### src/rtl/reg_dump_reader.sv
// reg_dump_reader: walks register indices 0..LAST_IDX through a read port and streams each word out with a ready/valid handshake.
module reg_dump_reader #(
  parameter int DATA_W   = 64,
  parameter int LAST_IDX = 31
) (
  input  logic              Clk,
  input  logic              Reset,
  input  logic              Start,
  output logic [4:0]        RA,
  input  logic [DATA_W-1:0] BusA,
  output logic [DATA_W-1:0] DumpData,
  output logic [4:0]        DumpIdx,
  output logic              DumpValid,
  input  logic              DumpReady,
  output logic              Busy,
  output logic              Done,
  output logic [DATA_W-1:0] Checksum
);
  typedef enum logic [1:0] {IDLE, ADDR, SEND, FIN} state_t;
  state_t state, nextState;
  logic [4:0] idx;
  logic handshake, lastIdx;
  assign handshake = state == SEND && DumpValid && DumpReady;
  assign lastIdx = idx == 5'(LAST_IDX);
  always_ff @(posedge Clk) state <= Reset ? IDLE : nextState;
  always_comb begin
    nextState = state == IDLE ? (Start ? ADDR : IDLE) :
                state == ADDR ? SEND :
                state == SEND ? (handshake ? (lastIdx ? FIN : ADDR) : SEND) : IDLE;
  end
  // index stops at LAST_IDX so RA keeps pointing at the final register through FIN
  always_ff @(posedge Clk) begin
    if (Reset) begin
      idx <= '0;
      DumpData <= '0;
      DumpIdx <= '0;
      DumpValid <= 1'b0;
      Checksum <= '0;
    end else begin
      if (state == IDLE && Start) begin
        idx <= '0;
        Checksum <= '0;
      end
      if (state == ADDR) begin
        DumpData <= BusA;
        DumpIdx <= idx;
        DumpValid <= 1'b1;
      end
      if (handshake) begin
        Checksum <= Checksum ^ DumpData;
        DumpValid <= 1'b0;
        if (!lastIdx) idx <= idx + 5'd1;
      end
    end
  end
  always_comb begin
    RA = idx;
    Busy = state != IDLE;
    Done = state == FIN;
  end
endmodule

### config.mk
export PLATFORM = sky130hd
export DESIGN_NAME = reg_dump_reader
export DESIGN_NICKNAME = d
export VERILOG_FILES = /design/src/rtl/reg_dump_reader.sv
export SDC_FILE = /design/constraint.sdc
export NUM_CORES = 1
export LEC_CHECK = 0
export CAP_MARGIN = 10
export CORE_ASPECT_RATIO = 0.75
export CORE_MARGIN = 5
export CORE_UTILIZATION = 41
export CTS_BUF_LIST = sky130_fd_sc_hd__clkbuf_4 sky130_fd_sc_hd__clkbuf_8
export DETAILED_ROUTE_END_ITERATION = 12
export GPL_TIMING_DRIVEN = 0
export PLACE_DENSITY_LB_ADDON = 0.08
export SLEW_MARGIN = 20
export SYNTH_ARGS = -nofsm -noshare
export SYNTH_HDL_FRONTEND = slang
export SYNTH_SLANG_ARGS = --single-unit
### constraint.sdc
create_clock -name Clk -period 1.5 [get_ports Clk]
set_input_delay 0.15 -clock Clk [delete_from_list [all_inputs] [get_ports Clk]]
set_output_delay 0.15 -clock Clk [all_outputs]
set_load 0.1 [all_outputs]
Word level (Yosys, flattened, before mapping). Cells that the tools add are included.

Div/mod/pow operators: 0. Add/subtract/negate cells: 1. Reduce and logical (&&, ||, !) cells: 7. Equality and inequality tests: 4. Bitwise logic cells: 1. Order comparisons: 0. Muxes and demuxes: 11. Multipliers: 0. Shifts and indexed selects: 0.

Operators with widths (count): 64-bit 2-to-1 mux (2); 64-bit bitwise XOR (1); 5-bit 2-to-1 mux (3); 2-bit 2-to-1 mux (5); 5-bit by 1-bit adder with 5-bit output (second input constant) (1); 5-bit == test (second input constant) (1); 2-bit == test (second input constant) (2); 2-bit nonzero test (2); 1-bit logical AND (3); 2-bit by 1-bit == test with 1-bit output (second input constant) (1); 2-bit logical NOT (1); 2-bit OR reduction (1); 1-bit 2-to-1 mux (1).

Output and inout bits: 141. ROM bits: 0. Word-level logic and storage cells: 30. Bits in registers: 141. Bits in writable memories: 0. Bits in latches: 0. Input port bits: 68. Memories kept: 0.

Logic depth before layout (Yosys ltp).
Depth after elaboration: 7. Mapped depth: 5. Mapped depth without buffers: 5.

Least setup slack after synthesis. Ideal clock, no wire load.

Path type: register to register. From: register idx[0] (netlist: RA[0]). To: register idx[2] (netlist: RA[2]). Setup slack: -0.629 ns. Clock period less this slack: 2.129 ns. Path buffers: 0. Stages on the path, launching flop included: 6. Arrival: 2.009 ns. Library setup time: 0.121 ns. Required time: 1.379 ns. Cell sequence: dfxtp_1 > ha_1 > and3_1 > ha_1 > nor3b_1 > mux2_2.

Cells in the longest elaborated chain, start to end: 3. Elaborated cells on any way between the ends: 4. Classes of those cells: add/sub: 1; eq/ne: 1; mux: 2.

Ends and longest elaborated chain: from (decl) (RTL line 21) `logic [4:0] idx;`; from (signal assigned) (RTL line 52) `if (!lastIdx) idx <= idx + 5'd1;`; 5-bit by 1-bit adder with 5-bit output or 5-bit == test (tied branches) (RTL line 52, 24); 5-bit 2-to-1 mux (*) (RTL line 52); 5-bit 2-to-1 mux (*) (RTL line 49) `if (handshake) begin`.

Mark *: on every way between the ends. The rest lies on a longest branch, timed or not. A chain may end at the register's enable or synchronous reset.

Final worst setup path.
From: register idx[1] (netlist: RA[1]). To: register idx[2] (netlist: RA[2]).

Same word-level chain as after synthesis.

==> results.tsv <==
stage	metric	value	unit
sta	Peak Freq	665	MHz
place	DP Worst Slack	-0.426	ns
power_and_ir_drop	total power	0.00875	W
setup_path	slack of the worst reg-to-reg path	-0.004	ns
outcome	status	finished with violations	
logic_synthesis	leading area contributor after synthesis	dfxtp_1	
setup_path	worst path required time	1.82	ns
logic_synthesis	Synth async-reset ratio	0	
sta	Max transition margin	0.618	
finish	final std cells w/o fill	1101	
sta	Final Slew Violations	0	
drt	drt first pass iters	5	
job	MaxCap Viol Count	0	
clock_network	clk_lat worst skew	0.44	ns
setup_path	crit path capture type	register	
finish	Fill cells	1213	
logic_synthesis	Post-Syn Area per Cell	7.98	um2
logic_synthesis	Netlist Area Pre-Place	0.00547	mm2
drt	DRC Markers	0	
hold_path	Hold Crit Start	Reset	
sta	slew at the pin closest to its max-slew limit	0.574	ns
drt	DR iter-0 viols	239	
place	Port Buffers	207	
grt	vias in the first global route	5404	
logic_synthesis	Syn. warnings	0	
place	placed insts	1064	
finish	final design utilization	0.604	
logic_synthesis	synth top area cells	dfxtp_1 52%, a21oi_1 12%, nand2_1 9.5%, or3_1 7.3%, o21ai_0 6.0%	
logic_synthesis	Post-synth EDFFs	0	
logic_synthesis	largest family of logic cells by synthesized area	simple AND/OR/NAND/NOR gates	
drt	Via Count	5526	
grt	GRT overflow	0	
sta	RSZ-0062 raised after global routing	yes	
setup_path	WP data arrival	1.83	ns
die	site row count	36	
grt	all-layer global routing usage	0.212	
grt	initial antenna violation count	0	
drt	vias per cell	5.02	
sta	Final period util	1.00	
clock_network	Root Driver	clkbuf_8	
sta	Worst Setup Slack, final	-0.00416	ns
logic_synthesis	Post-Synth Simple-Gate Area	0.200	
sta	Final setup viols	1	
clock_network	hold buffers post-CTS	0	
place	routability cong.	0.810	
setup_path	critical path type	reg -> reg	
drt	final WL	17100	um
place	Final HPWL DP	12700	um
clock_network	Clock Tree Buf Depth	2	
setup_path	Crit. Startpoint	RA[1]	
clock_network	H-tree levels	4	
clock_network	CTS clk-pin slew, worst paths	0.07	ns
finish	layout cells sized above 1	0.342	
logic_synthesis	Post-Synth XOR/XNOR Area	0	
logic_synthesis	synth unique cells	28	
grt	global-route wire length before repair	26500	um
finish	area of the multi-input gates	0.00230	mm2
logic_synthesis	share of the synthesized area in the top cell type	0.516	
logic_synthesis	fraction of the yosys area taken by sequential cells	0.516	
clock_network	Num CTS Buffers	17	
clock_network	Sink Count	141	
finish	ANT cells	0	
sta	Clock Skews	0.0115	ns
logic_synthesis	mux cell area share after synthesis	0.00412	
logic_synthesis	Mapped Nets	756	
sta	Setup TNS	-0.00416	ns
logic_synthesis	Post-Synth Adder-Cell Area	0.00457	
logic_synthesis	flops & latches, synth	141	
die	effective utilization at floorplan	0.420	
die	Die Height	110	um
clock_network	CTS tree	yes	
logic_synthesis	Synth Area in Compound Gates	0.188	
power_and_ir_drop	peak supply drop	0.000775	V
drt	WL/cell	15.6	um
setup_path	startpoint types	register	
finish	register area	0.00293	mm2
sta	Final Hold Fails	0	
die	Die Width	143	um
grt	largest net degree at the start of global routing	17	
drt	number of routed nets with antenna violations	0	
setup_path	CP max FO	7	
power_and_ir_drop	leak pwr	3.16	nW
finish	Layout area overhead	43.7	%
outcome	violated checks	negative setup slack	
die	die area	0.0158	mm2
logic_synthesis	Top FF cell, synth	dfxtp_1	
logic_synthesis	cell count after synthesis	686	
sta	Final min period	1.50	ns
power_and_ir_drop	Pwr per Cell Area	1110	mW/mm2
finish	Net count, final	987	
hold_path	min-delay worst type	in -> reg	
setup_path	Crit Reg-Reg Startpoint	RA[1]	
die	I/O pin cnt	209	
die	Core Footprint	0.0130	mm2
## through the flow
stage | cell area (um2) | hold WS (ns)
2_1_floorplan | 5620 | 0.278
3_3_place_gp | 7900 | 0.444
3_5_place_dp | 7900 | 0.448
4_1_cts | 7960 | 0.114
5_1_grt | 7860 | 0.136
6_report | 7860 | 0.133
## report_power, final
part,internal [W],switching [W]
registers,0.00385,0.0000823
clock network,0.00186,0.00150
logic,0.000374,0.00108
## synthesized netlist by cell type (2+ instances only)
| library cell | instances |
|---|---|
| or3_1 | 64 |
| o21ai_0 | 66 |
| nand2b_1 | 2 |
| mux2_2 | 2 |
| ha_1 | 2 |
| nor2_1 | 6 |
| a31o_2 | 3 |
| inv_1 | 64 |
| nor2b_1 | 2 |
| nor4b_1 | 2 |
| buf_6 | 7 |
| nand2_1 | 139 |
| buf_1 | 2 |
| clkbuf_1 | 26 |
| nor3b_1 | 4 |
| dfxtp_1 | 141 |
| a21oi_1 | 134 |
| buf_2 | 10 |
## cells in the final DEF, fill, tap and decap left out, types with 7 or more instances in the layout
master / count
clkdlybuf4s50_1: 66
clkbuf_2: 11
o21ai_1: 26
dfxtp_4: 7
buf_6: 8
inv_1: 64
a21oi_2: 13
or3_1: 60
dfxtp_2: 65
o21ai_0: 40
buf_2: 153
clkbuf_8: 17
dfxtp_1: 69
nand2_1: 139
a21oi_1: 121
## state kept, by name (all words and copies together), names as in the netlist
name and cells:
DumpData 64, Checksum 64, state 2, RA 5, DumpIdx 5, DumpValid 1
## cells by family after synthesis
family	Yosys count
buf+inv	110
fa+ha+maj	2
flops	141
compound gates	203
mux	2
simple gates	228
## worst max-delay path, cell delays in order (launching register included)
cell,delay [ns]
dfxtp_4,0.38
ha_4,0.16
and3_4,0.18
ha_4,0.18
nor3b_4,0.19
mux2_4,0.31
## final cells by class
class                           count  share of cell area
Clock inverter                     13              0.0239
Buffer                             45              0.0352
Inverter                           64              0.0305
Sequential cell                   141               0.373
Timing Repair Buffer              213               0.186
Multi-Input combinational cell    435               0.293
Tap cell                          171              0.0272
Clock buffer                       19              0.0317
## layer usage
metal	track usage	up-vias	wire, um
met3	0.0647	13	1250
li1	-	2739	-
met5	0	-	0
met4	0.0585	0	137
met2	0.357	153	8050
met1	0.265	2621	7700
## worst paths after layout
path / endpoint / depth (start not counted)
max: RA[2] / 5
min: RA[2] / 3
max reg2reg: RA[2] / 5
min reg2reg: DumpIdx[4] / 2
## timing repair
item,CTS,global route
buffers inserted,4,1
endpoints found under the hold margin,0,0
pin swaps,2,3
cloned,1,0
resized for setup,682,120
setup endpoints to repair,275,182
Note: power is estimated with default switching activity, not from simulation.
